### src/rtl/mem_arbiter.sv
// mem_arbiter: round-robin icache/dcache arbiter onto a single-outstanding main memory port
module mem_arbiter #(
    parameter int ARCH_LEN  = 32,
    parameter int LINE_BITS = 128
) (
    input  logic                 clk,
    input  logic                 rst,
    input  logic                 ic_req_valid,
    input  logic [ARCH_LEN-1:0]  ic_req_addr,
    output logic                 ic_req_ready,
    input  logic                 ic_kill,
    output logic                 ic_resp_valid,
    output logic [LINE_BITS-1:0] ic_resp_data,
    input  logic                 dc_req_valid,
    input  logic                 dc_req_we,
    input  logic [ARCH_LEN-1:0]  dc_req_addr,
    input  logic [LINE_BITS-1:0] dc_req_wdata,
    output logic                 dc_req_ready,
    output logic                 dc_resp_valid,
    output logic [LINE_BITS-1:0] dc_resp_data,
    output logic                 mem_req_valid,
    output logic                 mem_req_we,
    output logic [ARCH_LEN-1:0]  mem_req_addr,
    output logic [LINE_BITS-1:0] mem_req_wdata,
    input  logic                 mem_resp_valid,
    input  logic [LINE_BITS-1:0] mem_resp_data
);
    typedef enum logic [1:0] {IDLE, ISSUE, WAIT} state_t;
    state_t state;
    logic last_grant;
    logic owner_dc;
    logic drop;
    logic sel_dc;
    logic ic_acc;
    logic dc_acc;
    // grant: dcache wins alone, or on a tie when the icache was granted last
    always_comb begin
        sel_dc       = dc_req_valid & (~ic_req_valid | ~last_grant);
        ic_req_ready = ~rst & (state == IDLE) & ic_req_valid & ~sel_dc;
        dc_req_ready = ~rst & (state == IDLE) & sel_dc;
        ic_acc       = ic_req_ready & ic_req_valid;
        dc_acc       = dc_req_ready & dc_req_valid;
    end
    // transaction FSM; the latched request fields double as the memory request outputs
    always_ff @(posedge clk) begin
        if (rst) begin
            state         <= IDLE;
            last_grant    <= 1'b0;
            owner_dc      <= 1'b0;
            drop          <= 1'b0;
            mem_req_valid <= 1'b0;
            mem_req_we    <= 1'b0;
            mem_req_addr  <= '0;
            mem_req_wdata <= '0;
            ic_resp_valid <= 1'b0;
            ic_resp_data  <= '0;
            dc_resp_valid <= 1'b0;
            dc_resp_data  <= '0;
        end else begin
            mem_req_valid <= 1'b0;
            ic_resp_valid <= 1'b0;
            dc_resp_valid <= 1'b0;
            case (state)
                IDLE: if (ic_acc | dc_acc) begin
                    owner_dc      <= dc_acc;
                    last_grant    <= dc_acc;
                    drop          <= ic_acc & ic_kill;
                    mem_req_valid <= 1'b1;
                    mem_req_we    <= dc_acc & dc_req_we;
                    mem_req_addr  <= dc_acc ? dc_req_addr : ic_req_addr;
                    mem_req_wdata <= dc_acc ? dc_req_wdata : '0;
                    state         <= ISSUE;
                end
                ISSUE: begin
                    if (~owner_dc & ic_kill) drop <= 1'b1;
                    state <= WAIT;
                end
                WAIT: if (mem_resp_valid) begin
                    if (owner_dc) begin
                        dc_resp_valid <= 1'b1;
                        dc_resp_data  <= mem_req_we ? '0 : mem_resp_data;
                    end else if (~drop & ~ic_kill) begin
                        ic_resp_valid <= 1'b1;
                        ic_resp_data  <= mem_resp_data;
                    end
                    drop  <= 1'b0;
                    state <= IDLE;
                end else if (~owner_dc & ic_kill) begin
                    drop <= 1'b1;
                end
                default: state <= IDLE;
            endcase
        end
    end
endmodule

### config.mk
export PLATFORM = sky130hd
export DESIGN_NAME = mem_arbiter
export DESIGN_NICKNAME = d
export VERILOG_FILES = /design/src/rtl/mem_arbiter.sv
export SDC_FILE = /design/constraint.sdc
export NUM_CORES = 1
export LEC_CHECK = 0
export CORE_AREA = 4 4 292 294
export DETAILED_ROUTE_END_ITERATION = 12
export DIE_AREA = 0 0 296 298
export GPL_TIMING_DRIVEN = 1
export PLACE_DENSITY_LB_ADDON = 0.3
export SYNTH_ARGS = -nofsm -noshare
export SYNTH_HDL_FRONTEND = slang
export SYNTH_SLANG_ARGS = --single-unit
export TNS_END_PERCENT = 10
### constraint.sdc
create_clock -name clk -period 3.5 [get_ports clk]
set_input_delay 1.05 -clock clk [delete_from_list [all_inputs] [get_ports clk]]
set_output_delay 1.05 -clock clk [all_outputs]
set_load 0.01 [all_outputs]
After elaboration in Yosys (flattened, before gate mapping)
Cells that the tools add are included.
{"block": "classes", "n_eq_ne": 4, "muxes": 13, "bitwise": 22, "reduce_logical": 10}
{"cell": "2-to-1 mux 128 bit", "n": 2}
{"cell": "2-to-1 mux 32 bit", "n": 1}
{"cell": "AND 1 bit", "n": 11}
{"cell": "inverter 1 bit", "n": 9}
{"cell": "2-to-1 mux 1 bit", "n": 6}
{"cell": "one-hot mux 2 bit (3 select lines)", "n": 1}
{"cell": "AND reduction 2 bit", "n": 3}
{"cell": "2-to-1 mux 2 bit", "n": 2}
{"cell": "AND reduction 4 bit", "n": 1}
{"cell": "OR reduction 4 bit", "n": 1}
{"cell": "one-hot mux 1 bit (3 select lines)", "n": 1}
{"cell": "AND reduction 3 bit", "n": 1}
{"cell": "nonzero test 3 bit", "n": 1}
{"cell": "OR reduction 3 bit", "n": 1}
{"cell": "== test 2 x 1 -> 1 bit, second input constant", "n": 1}
{"cell": "== test 2 bit, second input constant", "n": 1}
{"cell": "logical NOT 2 bit", "n": 1}
{"cell": "!= test 2 x 1 -> 1 bit, second input constant", "n": 1}
{"cell": "!= test 2 bit, second input constant", "n": 1}
{"cell": "OR 1 bit", "n": 2}
{"cell": "OR reduction 2 bit", "n": 1}
{"block": "word_totals", "register_bits": 424, "out_inout_bits": 422, "word_cells": 60}

Depth between registers and ports, before layout
Gate-level depths: netlist of the first run.
{"block": "depth", "word_depth": 9, "depth_mapped": 8, "mapped_depth_nobuf": 5}

Worst setup path after synthesis of the first run
Ideal clock, no wire load.
{"block": "synth_path", "path_kind": "input-to-output", "start": "in rst", "end": "out ic_req_ready", "arrival_time_ps": 1864, "required_time_ps": 2450, "setup_slack_ps": 586, "path_stages": 5, "n_path_buf": 3, "cell_sequence": "nand3b_1 -> buf_2 -> buf_2 -> buf_2 -> a21oi_1"}
{"block": "synth_between", "elab_chain_cells": 4}
{"element": "start: declaration", "line_no": "7", "text": "input logic rst,"}
{"element": "inverter 1 bit", "line_no": "39", "text": "ic_req_ready = ~rst & (state == IDLE) & ic_req_valid & ~sel_dc;"}
{"element": "AND 1 bit (3 in a row)", "line_no": "39"}
{"element": "end: declaration", "line_no": "10", "text": "output logic ic_req_ready,"}
Every way passes these cells.

Worst setup path in the final report of the first run
{"block": "layout_path", "start": "in ic_req_valid", "end": "out ic_req_ready"}
{"block": "layout_between", "elab_chain_cells": 5}
{"element": "start: declaration", "line_no": "8", "text": "input logic ic_req_valid,"}
{"element": "inverter 1 bit", "line_no": "38", "text": "sel_dc = dc_req_valid & (~ic_req_valid | ~last_grant);"}
{"element": "OR 1 bit", "line_no": "38"}
{"element": "AND 1 bit", "line_no": "38"}
{"element": "inverter 1 bit", "line_no": "39"}
{"element": "AND 1 bit (*)", "line_no": "39"}
Mark *: on every way between the ends. The rest lies on a longest branch, timed or not.

==> results.py, run 1 <==
metrics = {
    "run_status": {
        "outcome": "finished, final reports clean",
    },
    "clock_network": {
        "clk_path_buf_depth": 3,
        "cts-root-buf": "clkbuf_16",
        "cts.clk_slew.worst_paths_ps": 50,
        "cts_tree": "built",
        "numCtsBuffers": 50,
        "cts_setup_buffers": 0,
        "cts_sinks": 424,
        "worst_skew_pair.late_latency_ps": 600,
        "cts.htree.levels": 2,
    },
    "run": {
        "maxCapViolations": 0,
    },
    "logic_synthesis": {
        "ys_ff_latch": 424,
        "avgSynthCellArea_sq_um": 9.255,
        "ys.flop_type": "dfxtp_1",
        "synth_xor_area_frac": 0,
        "synth_compound_area_frac": 0.2767,
        "synth_nets": 2036,
        "yosysTopAreaCellShare": 0.5382,
        "synth_mux_area_frac": 0.001269,
        "async_flop_share": 0,
        "synthCells": 1704,
        "synthAdderAreaFrac": 0.003967,
        "synth_top_family_by_area": "compound AO/OA/AOI/OAI gates",
        "synth_edf_count": 0,
        "synth-simple-area-share": 0.1169,
        "synth_commonest_cells": "424 x dfxtp_1, 261 x a21oi_1, 257 x nand3_1, 129 x o211ai_1",
        "synth.distinct_cells": 34,
        "syn-cell-area_sq_um": 15770,
        "yosysTopAreaCell": "dfxtp_1",
        "synth_area_leaders": "dfxtp_1 54%, a21oi_1 8.3%, nand3_1 8.2%",
        "ys_seq_area_frac": 0.5382,
        "yosysWarnings": 0,
        "yosysMostFrequentCell": "dfxtp_1",
    },
    "placed_design": {
        "portBuffers": 748,
        "gp_congestion": 0.8124,
        "dpl.hpwl_um": 50390,
    },
    "sta": {
        "fmax_mhz": 301.0,
        "fin_crit_ps": 3322,
        "rsz0062_at_grt": "false",
        "finalSetupViolCount": 0,
        "finalHoldViolations": 0,
        "post-route-period-util": 0.9493,
        "final.setup_skew_ps": 31.94,
        "tightest_slew_ps": 1042,
        "slew_violations": 0,
        "slew-limit-headroom": 0.3051,
    },
    "floorplanning": {
        "num_io_pins": 749,
        "die-width_um": 296,
        "core_region_area_sq_um": 82890,
        "dieArea_sq_um": 88210,
        "die_height_um": 298,
        "start_util": 0.1902,
        "num_rows": 106,
    },
    "final_layout": {
        "multiInputGateArea_sq_um": 6345,
        "regArea_sq_um": 8488,
        "syn_to_final_growth_pct": 63.27,
        "drive_gt1_frac": 0.05099,
        "fin_util": 0.3106,
        "n_fill_cell": 8541,
        "fin_nets": 2672,
    },
    "pwr": {
        "power_frac_clock": 0.378,
        "internal_power_w": 0.009366,
        "leakagePower_nw": 8.491,
        "pwr-share-comb": 0.218,
        "total_power_w": 0.01325,
        "p_seq_frac": 0.404,
        "max-vdd-ir-drop_mv": 0.3260,
        "switching_share": 0.2929,
        "power_density_nw_per_um2": 514.5,
        "p_switching_w": 0.003880,
    },
    "global_route": {
        "grt_use_met3": 0.05591,
        "use_met1": 0.1714,
        "grt.busiest_layer": "met2",
        "grt.total_usage": 0.1535,
        "grt_start_max_net_pins": 162,
        "grt-ovfl-total": 0,
        "grt_pass1_wl_um": 107100,
        "globalRouteMet2Util": 0.2672,
        "grt_pass1_vias": 16694,
        "antenna_found_initial": 12,
    },
    "setup_path": {
        "cp_num_buf_inv": 3,
        "critPathArrivalTime_ps": 2270,
        "rr_worst_depth": 7,
        "path_max_fanout": 6,
        "critPathCaptureType": "output pin",
        "cp_top_family": "buffers and inverters",
        "crit_path_start_kind": "input port",
        "r2r-end": "mem_req_wdata[99]",
        "critPathSlowestCell": "clkdlybuf4s50_1",
        "worstSetupPathType": "in -> out",
        "required_ps": 2450,
        "r2r_setup_slack_ps": 860,
        "critical_path.max_stage_delay_ps": 520,
        "r2r_start": "state[0]",
        "crit_chain": "clkdlybuf4s50_1 > buf_4 > nand3b_1 > a21oi_1 > buf_12",
    },
    "hold_path": {
        "min_to": "dc_resp_data[108]",
        "hold_start": "dc_resp_data[108]",
        "hold_class": "reg -> reg",
        "min_path_cells": 1,
    },
    "route": {
        "via_count": 16240,
        "viasPerCell": 4.698,
        "wire_per_inst_um": 20.83,
        "firstDrtPassIters": 5,
        "first_iter_violations": 870,
        "route.detailed.drc": 0,
        "drtAntennaViolNets": 0,
        "drt-total-wl_um": 72000,
    },
}
-- registers in the layout (all words and copies together) (netlist names) --
register	flops
mem_req_valid	1
state	2
mem_req_addr	32
ic_resp_valid	1
mem_req_wdata	128
dc_resp_data	128
owner_dc	1
ic_resp_data	128
dc_resp_valid	1
drop	1
mem_req_we	1
-- through the flow --
stage	setup WS, ps	hold WS [ps]	setup TNS (ps)	std cells	instance area (sq um)
final	177.5	471.2	0	3457	25750
after global routing	108.9	478.8	0	3456	25740
after CTS	1.983	473.4	0	3453	25730
after detailed placement	9.734	456.5	0	3368	24190
after global placement	-20.36	456.5	-20.36	3368	24190
after floorplan	585.6	480.9	0	1704	15770
-- routing by layer --
metal / vias up / routed length, um
li1: 7579 / -
met1: 7846 / 27290
met2: 677 / 35000
met3: 132 / 7084
met4: 6 / 2579
met5: - / 47
-- power by group through the flow --
stage	sequential, W	clock (W)	combinational (W)
2_1_floorplan	0.00556	0	0.00124
3_3_place_gp	0.00544	0	0.00287
3_5_place_dp	0.00545	0	0.00291
4_1_cts	0.00535	0.00519	0.00292
5_1_grt	0.00539	0.00536	0.00311
6_report	0.00535	0.00501	0.00289
-- kinds of logic (layout without fill, tap and decap cells) --
family,Yosys count,in the layout
AOI/OAI and AO/OA,684,684
adders and majority gates,5,5
buffers and inverters,213,882
DFF,424,424
muxes,2,2
other,0,4
and+or+nand+nor,376,376
-- how the worst max path moves through the flow --
stage | from | end | slack (ps) | cells after the start
2_1_floorplan | rst | ic_req_ready | 590 | 5
3_3_place_gp | dc_req_valid | dc_req_ready | -20 | 5
3_5_place_dp | dc_req_valid | dc_req_ready | 10 | 5
4_1_cts | dc_req_valid | dc_req_ready | 2 | 5
5_1_grt | ic_req_valid | ic_req_ready | 110 | 5
6_report | ic_req_valid | ic_req_ready | 180 | 5
-- what timing repair did --
item                       CTS  global route
gates resized for setup      0             1
hold buffers                 0             0
setup endpoints to repair    0             1
-- layout by cell type (no fill, tap or decap), types with 2 or more instances in the layout --
cell type,instances
clkbuf_1,19
dfxtp_1,424
ha_1,5
inv_1,5
a21oi_1,261
clkdlybuf4s50_1,744
nand3b_1,2
buf_12,14
clkbuf_8,8
clkinv_2,4
a22o_1,128
buf_4,31
clkinv_8,2
o211ai_1,129
mux2i_1,2
nand2b_1,5
o21ai_0,128
clkbuf_16,51
nor2b_1,2
nand2_1,66
nor3_1,33
nor2_1,2
nand3_1,257
a311oi_1,33
diode_2,4
-- cell type report --
type                    count  area share
diodes                      4   0.0003888
clock buffers              78     0.05661
clock inverters             7    0.003207
inverters                   6   0.0009719
multi-input cells        1067      0.2464
flip-flops and latches    424      0.3297
well taps                1080     0.05248
repair buffers            791      0.3102
No activity file was read; power rests on OpenSTA's default activity.
==> run 2, diff against run 1 <==
--- a/config.mk
+++ b/config.mk
@@ -5,9 +5,11 @@
 export SDC_FILE = /design/constraint.sdc
 export NUM_CORES = 1
 export LEC_CHECK = 0
-export CORE_AREA = 4 4 292 294
+export CELL_PAD_IN_SITES_DETAIL_PLACEMENT = 1
+export CELL_PAD_IN_SITES_GLOBAL_PLACEMENT = 1
+export CORE_AREA = 4 4 287 289
 export DETAILED_ROUTE_END_ITERATION = 12
-export DIE_AREA = 0 0 296 298
+export DIE_AREA = 0 0 291 293
 export GPL_TIMING_DRIVEN = 1
 export PLACE_DENSITY_LB_ADDON = 0.3
 export SYNTH_ARGS = -nofsm -noshare
==> run 2 against run 1 <==
Combinational power is 2% higher. Setup slack got worse by 11 ps. Cell count down 0.23%. Sequential share of layout area fell by 0.30 points. Clock power rose by 11%. Global-route usage up 1.5 points. Total power grew 4.6%. Worst hold slack better by 1.8 ps.
==> results.py, run 2 (synthesized netlist as in run 1, its figures left out) <==
metrics = {
    "pwr": {
        "max-vdd-ir-drop_mv": 0.3955,
        "leakagePower_nw": 8.608,
        "total_power_w": 0.01385,
        "power_density_nw_per_um2": 533.1,
    },
    "clock_network": {
        "cts.htree.levels": 2,
        "cts-root-buf": "clkbuf_16",
        "worst_skew_pair.late_latency_ps": 580,
        "cts.clk_slew.worst_paths_ps": 60,
        "clk_path_buf_depth": 3,
        "cts_sinks": 424,
        "cts-hold-fix-buffers": 0,
        "cts_tree": "built",
        "numCtsBuffers": 51,
        "cts_setup_buffers": 0,
    },
    "setup_path": {
        "critPathCaptureType": "output pin",
        "critical_path.max_stage_delay_ps": 520,
        "crit_path_start_kind": "input port",
        "required_ps": 2450,
        "critPathArrivalTime_ps": 2280,
        "worstSetupPathType": "in -> out",
        "critPathSlowestCell": "clkdlybuf4s50_1",
        "crit_cells": 5,
        "cp_top_family": "buffers and inverters",
        "crit_chain": "clkdlybuf4s50_1 > and3b_4 > nand2_1 > inv_1 > dlygate4sd2_1",
        "cp_num_buf_inv": 3,
        "rr_worst_depth": 7,
        "path_max_fanout": 2,
    },
    "final_layout": {
        "regArea_sq_um": 8488,
        "fin_nets": 2670,
        "multiInputGateArea_sq_um": 6347,
        "mostFrequentLayoutCells": "744 x clkdlybuf4s50_1, 424 x dfxtp_1, 261 x a21oi_1, 257 x nand3_1, 129 x o211ai_1",
        "fin_cells": 3449,
        "final_area_sq_um": 25990,
        "mostFrequentLayoutCell": "clkdlybuf4s50_1",
        "n_fill_cell": 9114,
        "syn_to_final_growth_pct": 64.79,
        "drive_gt1_frac": 0.05628,
        "top_regs": "dc_resp_data x128, ic_resp_data x128, mem_req_wdata x128",
    },
    "route": {
        "route.detailed.drc": 0,
        "wire_per_inst_um": 22.17,
        "first_iter_violations": 761,
        "drtAntennaViolNets": 0,
        "drt-total-wl_um": 76480,
        "viasPerCell": 4.755,
        "via_count": 16401,
        "firstDrtPassIters": 5,
    },
    "sta": {
        "tightest_slew_ps": 965.9,
        "post-route-period-util": 0.9523,
        "fmax_mhz": 300.0,
        "setup-tns-final_ps": 0,
        "finalHoldViolations": 0,
        "fin_crit_ps": 3333,
        "final.setup_skew_ps": 14.12,
        "rsz0062_at_grt": "false",
        "slew-limit-headroom": 0.3561,
        "finalSetupViolCount": 0,
        "slew_violations": 0,
        "holdWs_ps": 473.0,
    },
    "global_route": {
        "grt.total_usage": 0.1690,
        "grt_pass1_vias": 17562,
        "use_met1": 0.1947,
        "grt_use_met3": 0.06425,
        "grt-ovfl-total": 0,
        "globalRouteMet2Util": 0.2878,
        "grt.busiest_layer": "met2",
        "grt_pass1_wl_um": 114400,
        "antenna_found_initial": 13,
        "grt_start_max_net_pins": 161,
    },
    "run_status": {
        "outcome": "finished, final reports clean",
    },
    "placed_design": {
        "placed_cell_area_sq_um": 24200,
        "gp_congestion": 0.7949,
        "placedCellCount": 3345,
        "portBuffers": 748,
        "dpl.hpwl_um": 53310,
    },
    "hold_path": {
        "hold_class": "reg -> reg",
        "min_path_cells": 1,
    },
    "floorplanning": {
        "core_region_area_sq_um": 79900,
        "num_io_pins": 749,
        "die_height_um": 293,
        "start_util": 0.1974,
        "dieArea_sq_um": 85260,
        "num_rows": 104,
        "die-width_um": 291,
    },
    "run": {
        "maxCapViolations": 0,
    },
}
==> run 2: worst register-to-register path: cells and delay by family (launching register included) <==
family          cells  cell delay [ps]
simple gates        2              470
buf+inv             3             1380
compound gates      1              190
fa+ha+maj           1              310
flops               1              340
==> run 2: repair_timing <==
item | in CTS | in global routing
endpoints found under the setup margin | 1 | 1
gates resized for setup | 1 | 2
pin swaps | 0 | 0
==> run 2: layout make-up <==
cell class	instances	share of cell area
sequential	424	0.3266
timing repair buffer	788	0.3085
multi-input combinational	1067	0.2442
clock buffer	79	0.05898
tap	1060	0.05104
clock inverter	17	0.008907
inverter	6	0.0009629
antenna	8	0.0007703
==> run 2: metal layers <==
metal | vias up | wire length [um]
met1 | 8048 | 30170
li1 | 7592 | -
met4 | 2 | 2754
met2 | 628 | 36480
met3 | 131 | 7057
met5 | - | 12
==> run 2: where the power goes <==
group / switching, W / leakage, nW / internal [W]
logic: 0.00165 / 4.31 / 0.00129
registers: 0.000184 / 3.43 / 0.00515
clock network: 0.00220 / 0.868 / 0.00338
==> run 2: final timing paths <==
kind,start,end,slack (ps)
min,dc_resp_data[38],dc_resp_data[38],470
max reg2reg,state[0],mem_req_wdata[122],720
min reg2reg,dc_resp_data[38],dc_resp_data[38],470
max,dc_req_valid,dc_req_ready,170
==> run 2: metrics by stage <==
| step | setup WS (ps) | util |
|---|---|---|
| floorplan | 585.6 | - |
| global placement | -140.3 | 0.3029 |
| detailed placement | -131.0 | 0.3029 |
| CTS | 22.09 | 0.3250 |
| global route | 111.0 | 0.3252 |
| finish | 166.8 | 0.3253 |
